### config.mk
export PLATFORM = sky130hd
export DESIGN_NAME = ysyx_22050039_mem_arbiter
export DESIGN_NICKNAME = d
export VERILOG_FILES = /design/src/rtl/ysyx_22050039_mem_arbiter.sv
export SDC_FILE = /design/constraint.sdc
export NUM_CORES = 1
export LEC_CHECK = 0
export BUFFER_PORTS_ARGS = -buffer_cell sky130_fd_sc_hd__buf_2
export CORE_AREA = 2 2 212 214
export CTS_BUF_LIST = sky130_fd_sc_hd__clkbuf_16
export CTS_CLUSTER_DIAMETER = 30
export CTS_CLUSTER_SIZE = 8
export DETAILED_ROUTE_END_ITERATION = 12
export DIE_AREA = 0 0 214 216
export PLACE_DENSITY = 0.5
export SETUP_SLACK_MARGIN = 0.05
export SLEW_MARGIN = 20
export SYNTH_ARGS = -nofsm -noshare
export SYNTH_HDL_FRONTEND = slang
export SYNTH_SLANG_ARGS = --single-unit
### constraint.sdc
create_clock -name clk -period 1.8 [get_ports clk]
set_clock_uncertainty 0.2 [all_clocks]
set_input_delay 0.36 -clock clk [delete_from_list [all_inputs] [get_ports clk]]
set_output_delay 0.36 -clock clk [all_outputs]
set_load 0.02 [all_outputs]
### src/rtl/ysyx_22050039_mem_arbiter.sv
// Two-master (IFU/LSU) to one-slave memory arbiter, one outstanding txn.
// Ports: clk, rst (async active-low); ifu_req_*/ifu_resp_*/ifu_rdata;
//   lsu_req_*/lsu_resp_*/lsu_rdata; mem_req_*/mem_addr/mem_w*/mem_resp_*;
//   busy. Macro YSYX_22050039_ARB_RR_EN selects round-robin on ties,
//   otherwise LSU wins ties (fixed priority).
module ysyx_22050039_mem_arbiter #(
    parameter int XLEN   = 64,
    parameter int MASK_W = XLEN / 8
) (
    input  logic              clk,
    input  logic              rst,
    input  logic              ifu_req_valid,
    output logic              ifu_req_ready,
    input  logic [XLEN-1:0]   ifu_addr,
    output logic              ifu_resp_valid,
    output logic [XLEN-1:0]   ifu_rdata,
    input  logic              lsu_req_valid,
    output logic              lsu_req_ready,
    input  logic [XLEN-1:0]   lsu_addr,
    input  logic              lsu_wen,
    input  logic [XLEN-1:0]   lsu_wdata,
    input  logic [MASK_W-1:0] lsu_wmask,
    output logic              lsu_resp_valid,
    output logic [XLEN-1:0]   lsu_rdata,
    output logic              mem_req_valid,
    input  logic              mem_req_ready,
    output logic [XLEN-1:0]   mem_addr,
    output logic              mem_wen,
    output logic [XLEN-1:0]   mem_wdata,
    output logic [MASK_W-1:0] mem_wmask,
    input  logic              mem_resp_valid,
    input  logic [XLEN-1:0]   mem_rdata,
    output logic              busy
);

    typedef enum logic [1:0] {
        S_IDLE = 2'd0,
        S_REQ  = 2'd1,
        S_WAIT = 2'd2
    } state_t;

    localparam logic OWN_IFU = 1'b0;
    localparam logic OWN_LSU = 1'b1;

    state_t              r_state;
    state_t              w_state_nxt;
    logic                r_owner;
    logic                r_last_grant;
    logic [XLEN-1:0]     r_addr;
    logic                r_wen;
    logic [XLEN-1:0]     r_wdata;
    logic [MASK_W-1:0]   r_wmask;
    logic [XLEN-1:0]     r_ifu_rdata;
    logic [XLEN-1:0]     r_lsu_rdata;
    logic                r_ifu_resp;
    logic                r_lsu_resp;
    logic                w_tie_lsu;
    logic                w_grant_lsu;
    logic                w_accept;
    logic                w_done;

`ifdef YSYX_22050039_ARB_RR_EN
    // On a tie, hand the port to whoever did not finish last.
    assign w_tie_lsu = (r_last_grant == OWN_IFU);
`else
    // Fixed priority: LSU always wins a tie; last_grant only tracked.
    assign w_tie_lsu = r_last_grant | 1'b1;
`endif

    assign w_grant_lsu = lsu_req_valid & (~ifu_req_valid | w_tie_lsu);

    always_ff @(posedge clk or negedge rst) begin
        if (!rst) begin
            r_state <= S_IDLE;
        end else begin
            r_state <= w_state_nxt;
        end
    end

    always_comb begin
        w_state_nxt   = r_state;
        ifu_req_ready = 1'b0;
        lsu_req_ready = 1'b0;
        mem_req_valid = 1'b0;
        w_accept      = 1'b0;
        w_done        = 1'b0;
        unique case (r_state)
            S_IDLE: begin
                // rst gating keeps readies low while reset is held.
                ifu_req_ready = rst & ifu_req_valid & ~w_grant_lsu;
                lsu_req_ready = rst & w_grant_lsu;
                w_accept      = ifu_req_ready | lsu_req_ready;
                if (w_accept) begin
                    w_state_nxt = S_REQ;
                end
            end
            S_REQ: begin
                mem_req_valid = 1'b1;
                if (mem_req_ready) begin
                    w_state_nxt = S_WAIT;
                end
            end
            S_WAIT: begin
                if (mem_resp_valid) begin
                    w_done      = 1'b1;
                    w_state_nxt = S_IDLE;
                end
            end
            default: w_state_nxt = S_IDLE;
        endcase
    end

    always_ff @(posedge clk or negedge rst) begin
        if (!rst) begin
            r_owner      <= OWN_IFU;
            r_last_grant <= OWN_LSU;
            r_addr       <= '0;
            r_wen        <= 1'b0;
            r_wdata      <= '0;
            r_wmask      <= '0;
            r_ifu_rdata  <= '0;
            r_lsu_rdata  <= '0;
            r_ifu_resp   <= 1'b0;
            r_lsu_resp   <= 1'b0;
        end else begin
            r_ifu_resp <= w_done & (r_owner == OWN_IFU);
            r_lsu_resp <= w_done & (r_owner == OWN_LSU);
            if (w_accept) begin
                r_owner <= w_grant_lsu;
                if (w_grant_lsu) begin
                    r_addr  <= lsu_addr;
                    r_wen   <= lsu_wen;
                    r_wdata <= lsu_wdata;
                    r_wmask <= lsu_wmask;
                end else begin
                    r_addr  <= ifu_addr;
                    r_wen   <= 1'b0;
                    r_wdata <= '0;
                    r_wmask <= '0;
                end
            end
            if (w_done) begin
                r_last_grant <= r_owner;
                if (r_owner == OWN_LSU) begin
                    r_lsu_rdata <= mem_rdata;
                end else begin
                    r_ifu_rdata <= mem_rdata;
                end
            end
        end
    end

    assign mem_addr       = r_addr;
    assign mem_wen        = r_wen;
    assign mem_wdata      = r_wdata;
    assign mem_wmask      = r_wmask;
    assign ifu_rdata      = r_ifu_rdata;
    assign lsu_rdata      = r_lsu_rdata;
    assign ifu_resp_valid = r_ifu_resp;
    assign lsu_resp_valid = r_lsu_resp;
    assign busy           = (r_state != S_IDLE);

endmodule

Word level (Yosys, flattened, before mapping)
Cells that the tools add are included.

word-level totals
  register bits after elaboration = 270
  bits in latches = 0
  RAM bits = 0
  bits in read-only memories = 0
  input bits = 271
  output and inout bits = 271
  word-level logic and storage cells = 42
  memories = 0

operators by class
  $add $sub $neg = 0
  $mul = 0
  div/mod/pow operators = 0
  $lt $le $gt $ge = 0
  equal/unequal tests = 5
  shifts and indexed selects = 0
  multiplexer cells = 14
  bitwise logic cells = 8
  reductions and logical operators = 5

operators by type and width
  kind                                                                   number
  64-bit two-way mux                                                     2
  8-bit two-way mux                                                      1
  1-bit two-way mux                                                      7
  2-bit two-way mux                                                      3
  2-bit != test, second input constant                                   3
  2-bit case mux with 3 select lines                                     1
  1-bit bitwise AND                                                      5
  2-bit AND reduction                                                    2
  3-bit AND reduction                                                    1
  2-bit by 1-bit equality test with 1-bit output, second input constant  1
  2-bit equality test, second input constant                             1
  2-bit zero test                                                        1
  1-bit inverter                                                         2
  2-bit nonzero test                                                     1
  1-bit bitwise OR                                                       1

Depth between registers and ports, before layout
Gate-level depths: netlist of the first run.

  depth after elaboration = 5
  depth in mapped cells = 5
  depth with buffers taken out = 4

Least setup slack after synthesis of the first run
No wires, ideal clock.

  path type = input-to-reg
  from = input lsu_req_valid
  to = register r_addr[0] (netlist: mem_addr[0])
  library setup time = 0.125 ns
  arrival = 1.469 ns
  required time = 1.475 ns
  setup slack = 0.006 ns
  stages on the path = 4
  buffers on the path = 2
  cells stage by stage = buf_2 clkbuf_1 mux2_2 mux2_4

on the way
  cells in the longest elaborated chain, start to end = 4
  elaborated cells between the ends (all ways) = 6

RTL lines
  item                  RTL line  source
  from (decl)           17        input logic lsu_req_valid,
  1-bit inverter        90        ifu_req_ready = rst & ifu_req_valid & ~w_grant_lsu;
  1-bit bitwise AND     90
  1-bit bitwise OR      92        w_accept = ifu_req_ready | lsu_req_ready;
  1-bit two-way mux     87        unique case (r_state)
  to (signal assigned)  131       r_addr <= lsu_addr;
  to (signal assigned)  136       r_addr <= ifu_addr;
  to (decl)             49        logic [XLEN-1:0] r_addr;

Several ways; a longest one is shown, not always the timed one.
A chain may end at the register's enable or synchronous reset.

Final worst setup path of the first run
  from = register r_state[0]
  to = output lsu_req_ready

on the way
  cells in the longest elaborated chain, start to end = 2

RTL lines
  item                    RTL line  source
  from (decl)             45        state_t r_state;
  from (signal assigned)  76        r_state <= w_state_nxt;
  2-bit zero test         87
  1-bit two-way mux       87
  to (decl)               18        output logic lsu_req_ready,

Every way passes these cells.

==> results_dict.tcl, run 1 <==
set metrics [dict create \
    grt_first_pass_wirelength_um 61300 \
    antenna_violations_before_repair 1 \
    crit_end "lsu_req_ready" \
    first_iter_violations 387 \
    first_global_vias 10800 \
    max-clock-path-buffers 3 \
    post_synth_instance_area_sq_um 10900 \
    timing.final.ws_setup_ns -0.441 \
    critPathRequiredTime_ns 1.24 \
    min-delay-path-class "in2reg" \
    postPlaceCellArea_sq_um 14700 \
    worst_ep_arrival_time_ns 1.68 \
    fin_crit_sh_pct 125 \
    routed_wire_length_per_instance_um 18.1 \
    path_common_cell "sky130_fd_sc_hd__buf_6" \
    synthesis.nets 934 \
    yosys_warnings 0 \
    postRouteWirelength_um 40200 \
    clock_tree.root_cell "sky130_fd_sc_hd__clkbuf_16" \
    grtUsageTotal_pct 17.1 \
    dpl_worst_slack_ns -0.0846 \
    layout-area-overhead-vs-synth_pct 88.3 \
    critical_path_class "reg2out" \
    num_vias 9532 \
    die_w_um 214 \
    crit-reg2reg-launch "r_state[0]" \
    synthDistinctLibCells 23 \
    initial_core_util_pct 24.8 \
    tritoncts "done" \
    reg2regPathDepth 6 \
    detail_route.vias_per_cell 4.28 \
    r2r_end "mem_addr[33]" \
    clkLatencyLatePin_ns 0.55 \
    numCtsBuffers 66 \
    critical-path-top-delay-family "flip-flops" \
    drv_cap 0 \
    finish.instance_area_sq_um 20500 \
    max_vdd_drop_uv 951 \
    power.leakage_uw 0.0102 \
    fp-row-count 77 \
    min_period_ns 2.24 \
    ys_seq_area_share_pct 62.2 \
    antenna_left 0 \
    first_pass_iters 4 \
    critical_path.max_fanout 4 \
    tightestPinTransition_ns 0.912 \
    slowest_cell_delay_on_critical_path_ns 0.43 \
    design.final.nets 1858 \
    startpoint_type_of_the_worst_setup_path "flip-flop" \
    timing_max_transition_violations_final 0 \
    report.final.setup_viol 188 \
    setup.worst_path.start "r_state[0]" \
    buffer_ports.inserted 541 \
    pin_count 542 \
    run_status "finished with violations" \
    critical-path-slowest-cell "sky130_fd_sc_hd__dfrtp_2" \
    timing.max_slew.rel_slack_pct 39.2 \
    final_cells 2226 \
    rrSetupSlack_ns -0.18 \
    drc_errors 0 \
    grt_start_max_net_pins 151 \
    path_clk_slew_ns 0.04 \
    grt_remaining_overflow 0 \
    crit_path_cell_trace "nor3b_4 > buf_6 > and2_4 > buf_6" \
    unrepaired_setup_endpoints_after_global_routing "true" \
    postSynthCellCount 663 \
    dp.final_hpwl_um 26000 \
    ys_seq_elements 270 \
    critPathCaptureType "output pin" \
    power_density_nw_per_um2 1770 \
    placeableCoreArea_sq_um 43800 \
    hold_viol_final 0 \
    cts-htree-levels 3 \
    tritoncts_num_sinks 270 \
    violations "setup timing" \
    die_h_um 216 \
    place.gp.congestion 0.806 \
    max_freq_ghz 0.446 \
    path_buf_inv 2 \
    dp_cells 1801 \
    logic_depth_of_the_worst_path_buffers_included 4 \
    drive_gt1_share_pct 60.6 \
    syn_area_per_cell_sq_um 16.4 \
    design.die.area_sq_um 46200 \
]
sequential cells by signal (all words and copies together), names as in the netlist:
name            flops
mem_addr           64
ifu_resp_valid      1
mem_wmask           8
lsu_rdata          64
r_owner             1
mem_wen             1
ifu_rdata          64
r_state             2
lsu_resp_valid      1
mem_wdata          64
synth_stat cells:
master | count | area (sq um)
sky130_fd_sc_hd__a21o_1 | 4 | 30.0
sky130_fd_sc_hd__a22o_1 | 70 | 613
sky130_fd_sc_hd__and2_1 | 1 | 6.26
sky130_fd_sc_hd__and3_1 | 3 | 18.8
sky130_fd_sc_hd__buf_1 | 5 | 18.8
sky130_fd_sc_hd__buf_2 | 24 | 120
sky130_fd_sc_hd__buf_4 | 1 | 7.51
sky130_fd_sc_hd__buf_6 | 12 | 135
sky130_fd_sc_hd__clkbuf_1 | 3 | 11.3
sky130_fd_sc_hd__dfrtp_1 | 270 | 6760
sky130_fd_sc_hd__inv_1 | 2 | 7.51
sky130_fd_sc_hd__mux2_1 | 6 | 67.6
sky130_fd_sc_hd__mux2_2 | 204 | 2300
sky130_fd_sc_hd__mux2_4 | 46 | 691
sky130_fd_sc_hd__nand2_1 | 2 | 7.51
sky130_fd_sc_hd__nand2b_1 | 2 | 12.5
sky130_fd_sc_hd__nand4b_1 | 1 | 8.76
sky130_fd_sc_hd__nor2_1 | 1 | 3.75
sky130_fd_sc_hd__nor3b_2 | 1 | 12.5
sky130_fd_sc_hd__nor3b_4 | 1 | 18.8
sky130_fd_sc_hd__o21ai_0 | 2 | 10.0
sky130_fd_sc_hd__o21ai_2 | 1 | 8.76
sky130_fd_sc_hd__or2_2 | 1 | 6.26
metal layers:
layer / vias to the layer above / GRT usage, % / share of wire (%)
met5: - / 0 / 0
met4: 0 / 9.79 / 4.3
met3: 97 / 5.33 / 7.4
met2: 447 / 29.5 / 50
met1: 4694 / 18.6 / 38
li1: 4294 / - / -
worst reg2reg max path: stages (launching register included):
cell,delay [ns]
sky130_fd_sc_hd__dfrtp_2,0.43
sky130_fd_sc_hd__nor3b_4,0.27
sky130_fd_sc_hd__buf_4,0.18
sky130_fd_sc_hd__o21ai_4,0.10
sky130_fd_sc_hd__clkbuf_16,0.21
sky130_fd_sc_hd__buf_16,0.16
sky130_fd_sc_hd__mux2_4,0.31
stage by stage:
stage	hold slack (ns)	total power [uW]	setup TNS [ns]	util, %
after floorplan	-0.136	18100	0	-
after detailed placement	0.269	23300	-6.58	33.5
after global placement	0.257	23200	-3.33	33.5
after global routing	0.123	38000	-35.78	46.7
final	0.136	36300	-22.03	46.7
after CTS	0.0911	36400	-24.57	46.0
area by class of cell:
type                       count  area (sq um)
antenna                        1          2.50
clock buffer                  70          1750
clock inverter                44           430
fill                        3836         23400
inverter                       2          7.51
multi-input combinational    346          3850
sequential                   270          6760
tap                          592           741
timing repair buffer         901          6920
cells in the final DEF, fill, tap and decap left out:
master / n
sky130_fd_sc_hd__nand2_1: 1
sky130_fd_sc_hd__buf_6: 18
sky130_fd_sc_hd__diode_2: 1
sky130_fd_sc_hd__buf_2: 529
sky130_fd_sc_hd__buf_4: 30
sky130_fd_sc_hd__nand2b_4: 1
sky130_fd_sc_hd__or2_2: 1
sky130_fd_sc_hd__mux2_1: 6
sky130_fd_sc_hd__inv_2: 1
sky130_fd_sc_hd__inv_1: 13
sky130_fd_sc_hd__clkinv_4: 1
sky130_fd_sc_hd__and2_4: 1
sky130_fd_sc_hd__buf_16: 10
sky130_fd_sc_hd__o21ai_0: 1
sky130_fd_sc_hd__clkinvlp_4: 7
sky130_fd_sc_hd__clkbuf_16: 79
sky130_fd_sc_hd__nand2_4: 1
sky130_fd_sc_hd__o21ai_4: 1
sky130_fd_sc_hd__dfrtp_2: 1
sky130_fd_sc_hd__clkinv_1: 6
sky130_fd_sc_hd__o21ai_2: 1
sky130_fd_sc_hd__nand4b_1: 1
sky130_fd_sc_hd__nand2b_1: 1
sky130_fd_sc_hd__clkinv_2: 9
sky130_fd_sc_hd__nor3b_4: 2
sky130_fd_sc_hd__mux2_2: 204
sky130_fd_sc_hd__mux2_4: 46
sky130_fd_sc_hd__bufinv_16: 8
sky130_fd_sc_hd__dlygate4sd3_1: 268
sky130_fd_sc_hd__buf_12: 23
sky130_fd_sc_hd__clkinv_8: 1
sky130_fd_sc_hd__nor2_4: 1
sky130_fd_sc_hd__dfrtp_1: 269
sky130_fd_sc_hd__buf_8: 13
sky130_fd_sc_hd__and3_1: 3
sky130_fd_sc_hd__a22o_1: 70
sky130_fd_sc_hd__a21o_1: 4
sky130_fd_sc_hd__clkbuf_4: 1
power breakdown:
group,internal (uW),switching [uW],total [uW]
Combinational,6480,7530,14000
Clock,8060,3530,11600
Sequential,9060,1650,10700
worst min path at each step:
| stage | start | endpoint | slack (ns) | depth (start not counted) |
|---|---|---|---|---|
| 2_1_floorplan | rst | ifu_rdata[0] | -0.14 | 0 |
| 3_3_place_gp | mem_wmask[7] | mem_wmask[7] | 0.26 | 1 |
| 3_5_place_dp | mem_wmask[7] | mem_wmask[7] | 0.27 | 1 |
| 4_1_cts | ifu_req_valid | r_owner | 0.09 | 5 |
| 5_1_grt | ifu_req_valid | r_owner | 0.12 | 5 |
| 6_report | ifu_req_valid | r_owner | 0.14 | 5 |
what timing repair did:
item                                    CTS  global route
endpoints found under the hold margin   537             0
gates resized for setup                  64            18
cloned                                   11             7
endpoints found under the setup margin  198           261
buffers inserted                         13            13
hold buffers                            268             0
pin swaps                                20             3
logic make-up after synthesis:
kind of cell	after synthesis	share of synthesized area (%)
AOI/OAI and AO/OA	77	6.09
buffers and inverters	47	2.76
DFF	270	62.2
muxes	256	28.1
and+or+nand+nor	13	0.875
No activity file was read; power rests on OpenSTA's default activity.
==> run 2, diff against run 1 <==
CTS_BUF_LIST = sky130_fd_sc_hd__clkbuf_8   (was sky130_fd_sc_hd__clkbuf_16)
==> results_dict.tcl, run 2 (same netlist as run 1, synthesis figures left out) <==
set metrics [dict create \
    crit-reg2reg-launch "r_state[0]" \
    postRouteWirelength_um 42100 \
    grt_first_pass_wirelength_um 63500 \
    internal-power_uw 24000 \
    rrSetupSlack_ns -0.31 \
    first_pass_iters 4 \
    run_status "finished with violations" \
    sequentialPowerShare_pct 30.3 \
    antenna_left 0 \
    min_delay_worst_endpoint "r_owner" \
    pin_count 542 \
    wl_met2_um 22000 \
    layout-area-overhead-vs-synth_pct 98.4 \
    worst_ep_arrival_time_ns 1.74 \
    startpoint_type_of_the_worst_setup_path "flip-flop" \
    place.gp.congestion 0.806 \
    detail_route.wirelength.met1_um 15500 \
    num_vias 9814 \
    placeableCoreArea_sq_um 43800 \
    worst_hold_path.num_cells 5 \
    critical_path_class "reg2out" \
    crit_path_cell_trace "nor3b_4 > buf_6 > and2_4 > buf_6" \
    violations "setup timing" \
    routed_wire_length_per_instance_um 18.3 \
    drive_gt1_share_pct 62.7 \
    final.setup.tns_ns -42.91 \
    critPathCaptureType "output pin" \
    die_w_um 214 \
    drv_cap 0 \
    max-clock-path-buffers 3 \
    report.final.setup_viol 239 \
    final.fill_count 3714 \
    first_global_vias 11100 \
    setup.worst_path.start "r_state[0]" \
    power.leakage_uw 0.0106 \
    most-common-layout-cells "sky130_fd_sc_hd__buf_2 (340), sky130_fd_sc_hd__dfrtp_1 (269), sky130_fd_sc_hd__dlygate4sd3_1 (268), sky130_fd_sc_hd__buf_6 (211), sky130_fd_sc_hd__mux2_2 (204)" \
    clkLatencyLatePin_ns 0.59 \
    first_iter_violations 400 \
    grt_start_max_net_pins 151 \
    path_common_cell "sky130_fd_sc_hd__buf_6" \
    max_vdd_drop_uv 1060 \
    tritoncts_num_sinks 270 \
    grtUsageTotal_pct 17.8 \
    tritoncts "done" \
    reg2regPathDepth 9 \
    initial_core_util_pct 24.8 \
    met3RoutedLength_um 3040 \
    switching_share_pct 35.4 \
    design.die.area_sq_um 46200 \
    detail_route.vias_per_cell 4.26 \
    path_clk_slew_ns 0.05 \
    clock_tree.root_cell "sky130_fd_sc_hd__clkbuf_8" \
    design.final.nets 1933 \
    critical-path-slowest-cell "sky130_fd_sc_hd__dfrtp_2" \
    die_h_um 216 \
    critical_path.max_fanout 4 \
    fin_crit_sh_pct 128 \
    fp-row-count 77 \
    highest_layer "met4" \
    max_freq_ghz 0.436 \
    tightestPinTransition_ns 0.914 \
    area.sequential_sq_um 6760 \
    source_of_the_worst_hold_timing_path "ifu_req_valid" \
    combinationalPowerShare_pct 48.0 \
    slowest_cell_delay_on_critical_path_ns 0.43 \
    min_period_ns 2.30 \
    power.clock.fraction_pct 21.7 \
    multiInputGateArea_sq_um 3850 \
    timing.max_slew.rel_slack_pct 39.1 \
    numCtsBuffers 66 \
    dp.final_hpwl_um 26000 \
    timing.final.ws_setup_ns -0.496 \
    min-delay-path-class "in2reg" \
    mostFrequentLayoutCell "sky130_fd_sc_hd__buf_2" \
    critPathRequiredTime_ns 1.24 \
    power_uw 37100 \
    unrepaired_setup_endpoints_after_global_routing "true" \
    power_density_nw_per_um2 1720 \
    hold_viol_final 0 \
    grt_remaining_overflow 0 \
    power.net_switching_uw 13100 \
    buffer_ports.inserted 541 \
    drc_errors 0 \
    antenna_violations_before_repair 4 \
    timing_max_transition_violations_final 0 \
    cts-htree-levels 3 \
    r2r_end "mem_wdata[44]" \
]
==> run 2: per-stage QoR <==
step	util (%)	setup WS (ns)	instance area, sq um	hold slack [ns]	instances
global placement	33.5	-0.0611	14700	0.257	1801
floorplan	-	0.00605	10900	-0.136	663
global route	49.2	-0.592	21600	0.0632	2304
finish	49.2	-0.496	21600	0.105	2304
detailed placement	33.5	-0.0846	14700	0.269	1801
CTS	47.8	-0.567	20900	0.00924	2260
==> run 2: final cells by class <==
cell class                      instances  area share, %
Timing Repair Buffer                  976           40.6
Sequential cell                       270           31.3
Multi-Input combinational cell        346           17.9
Clock buffer                           76           4.85
Tap cell                              592           3.44
Clock inverter                         38           1.86
Antenna cell                            4         0.0464
Inverter                                2         0.0348
==> run 2: power groups by stage <==
stage / clock [uW] / combinational, uW / sequential, uW
final: 8040 / 17800 / 11200
after global routing: 8630 / 18600 / 11600
after CTS: 8270 / 16600 / 11000
after detailed placement: 0 / 12700 / 10700
after global placement: 0 / 12500 / 10700
after floorplan: 0 / 3900 / 14200
==> run 2: critical path, delay by kind of cell, from the launching register on <==
family / cells / cell delay [ns]
DFF: 1 / 0.43
buffers and inverters: 2 / 0.28
and+or+nand+nor: 2 / 0.43
==> run 2: worst max path at each step <==
stage                     to  depth (start not counted)
2_1_floorplan    mem_addr[0]                          4
3_3_place_gp   ifu_rdata[34]                          5
3_5_place_dp   ifu_rdata[43]                          5
4_1_cts        ifu_req_ready                          5
5_1_grt        lsu_req_ready                          4
6_report       lsu_req_ready                          4
==> run 2: routing by layer <==
| metal | up-vias | GRT usage [%] |
|---|---|---|
| li1 | 4450 | - |
| met1 | 4840 | 19.0 |
| met2 | 437 | 31.8 |
| met3 | 87 | 5.54 |
| met4 | 0 | 8.90 |
| met5 | - | 0 |
==> run 2: what timing repair did <==
item,CTS,global route
resized for setup,366,124
buffers inserted,63,47
endpoints found under the hold margin,537,0
gates cloned,15,0
hold buffers,268,0
endpoints found under the setup margin,439,491
pin swaps,37,39
==> run 3, diff against run 2 <==
CORE_AREA = 2 2 211 213   (was 2 2 212 214)
DIE_AREA = 0 0 213 215   (was 0 0 214 216)
PLACE_DENSITY = 0.51   (was 0.5)
==> results_dict.tcl, run 3 (same netlist as run 1, synthesis figures left out) <==
set metrics [dict create \
    fin_crit_sh_pct 127 \
    timing.max_slew.rel_slack_pct 43.2 \
    tightestPinTransition_ns 0.852 \
    antenna_violations_before_repair 4 \
    layout-area-overhead-vs-synth_pct 94.5 \
    run_status "finished with violations" \
    drive_gt1_share_pct 62.7 \
    postRouteWirelength_um 41800 \
    routed_wire_length_per_instance_um 18.3 \
    tritoncts "done" \
    crit_end "ifu_req_ready" \
    tritoncts_num_sinks 270 \
    setup.worst_path.start "r_state[0]" \
    drv_cap 0 \
    numCtsBuffers 67 \
    cts-htree-levels 3 \
    design.die.area_sq_um 45800 \
    critical_path.max_fanout 3 \
    place.gp.congestion 0.795 \
    power_uw 36300 \
    initial_core_util_pct 24.9 \
    multiInputGateArea_sq_um 3900 \
    min-delay-path-class "in2reg" \
    dp.final_hpwl_um 25300 \
    grtUsageTotal_pct 17.2 \
    fp-row-count 77 \
    pin_count 542 \
    timing_max_transition_violations_final 0 \
    critPathRequiredTime_ns 1.24 \
    clkLatencyLatePin_ns 0.59 \
    max-clock-path-buffers 3 \
    die_h_um 215 \
    min_period_ns 2.29 \
    mostFrequentLayoutCell "sky130_fd_sc_hd__buf_2" \
    dp_cells 1795 \
    report.final.setup_viol 255 \
    clock_tree.root_cell "sky130_fd_sc_hd__clkbuf_8" \
    grt_start_max_net_pins 137 \
    source_of_the_worst_hold_timing_path "ifu_req_valid" \
    die_w_um 213 \
    reg2regPathDepth 7 \
    drc_errors 0 \
    antenna_left 0 \
    buffer_ports.inserted 541 \
    crit-reg2reg-launch "r_state[0]" \
    most-common-layout-cells "sky130_fd_sc_hd__buf_2 (388), sky130_fd_sc_hd__dfrtp_1 (270), sky130_fd_sc_hd__dlygate4sd3_1 (268), sky130_fd_sc_hd__mux2_2 (196), sky130_fd_sc_hd__buf_6 (152)" \
    first_pass_iters 4 \
    dpl_worst_slack_ns -0.101 \
    timing.final.ws_setup_ns -0.486 \
    max_vdd_drop_uv 1030 \
    first_iter_violations 439 \
    placeableCoreArea_sq_um 43600 \
    design.final.nets 1921 \
    path_clk_slew_ns 0.05 \
    r2r_end "mem_addr[30]" \
    rrSetupSlack_ns -0.36 \
    hold_viol_final 0 \
    startpoint_type_of_the_worst_setup_path "flip-flop" \
    power.leakage_uw 0.0106 \
    grt_first_pass_wirelength_um 59900 \
    detail_route.vias_per_cell 4.27 \
    max_freq_ghz 0.438 \
    worst_ep_arrival_time_ns 1.73 \
    unrepaired_setup_endpoints_after_global_routing "true" \
    violations "setup timing" \
    whs_ns 0.0778 \
    final_cells 2289 \
    critical_path_class "reg2out" \
    grt_remaining_overflow 0 \
    area.sequential_sq_um 6760 \
    first_global_vias 10700 \
    power_density_nw_per_um2 1720 \
    final.fill_count 3759 \
    num_vias 9768 \
    final_core_utilization_pct 48.4 \
    critPathCaptureType "output pin" \
]
[run 3: cell types whose count changed in the layout (fill, tap and decap cells not counted), sizes merged]
cell,change
bufinv,-2
clkbuf,+7
clkinvlp,-3
clkinv,+3
bufbuf,+3
buf,-20
inv,-2
diode,-1
[run 3: area by class of cell]
cell class	instances	area share, %
clock inverters	34	1.54
multi-input cells	346	18.4
inverters	2	0.0355
repair buffers	963	39.3
well taps	592	3.50
flip-flops and latches	270	32.0
diodes	3	0.0355
clock buffers	79	5.14
[run 3: report_power, final]
group / total (uW) / switching (uW) / internal (uW)
registers: 11100 / 2000 / 9050
clock network: 7840 / 3000 / 4840
logic: 17400 / 7920 / 9440
[run 3: how the worst min path moves through the flow]
stage	end	depth (start not counted)
3_3_place_gp	mem_wen	1
4_1_cts	r_owner	5
5_1_grt	r_owner	5
6_report	r_owner	5
3_5_place_dp	mem_wdata[63]	1
2_1_floorplan	ifu_rdata[0]	0
[run 3: stage by stage]
stage / setup TNS, ns / cell area [sq um]
after floorplan: 0 / 10900
after global placement: -9.01 / 14700
after detailed placement: -9.85 / 14700
after CTS: -35.06 / 20100
after global routing: -60.62 / 21100
final: -46.13 / 21100
[run 3: what timing repair did]
| item | in CTS | in global routing |
|---|---|---|
| pin swaps | 4 | 3 |
| gates resized for setup | 184 | 177 |
| hold buffers | 268 | 0 |
| endpoints found under the setup margin | 413 | 448 |
| cloned | 13 | 6 |
| hold endpoints to repair | 538 | 0 |
| setup buffers | 42 | 51 |
[run 3: layer usage]
metal	GRT usage [%]	vias up	part of all wire, %
met1	18.0	4781	36
met3	5.23	95	7.8
met2	30.8	466	52
met5	0	-	0
met4	9.28	0	3.8
li1	-	4426	-
[run 3: worst max-delay path: stages, from the launching register on]
cell and delay, ns:
sky130_fd_sc_hd__dfrtp_1 0.40, sky130_fd_sc_hd__nor3b_4 0.31, sky130_fd_sc_hd__buf_6 0.16, sky130_fd_sc_hd__nand2_4 0.04, sky130_fd_sc_hd__nor2_1 0.08, sky130_fd_sc_hd__buf_4 0.15
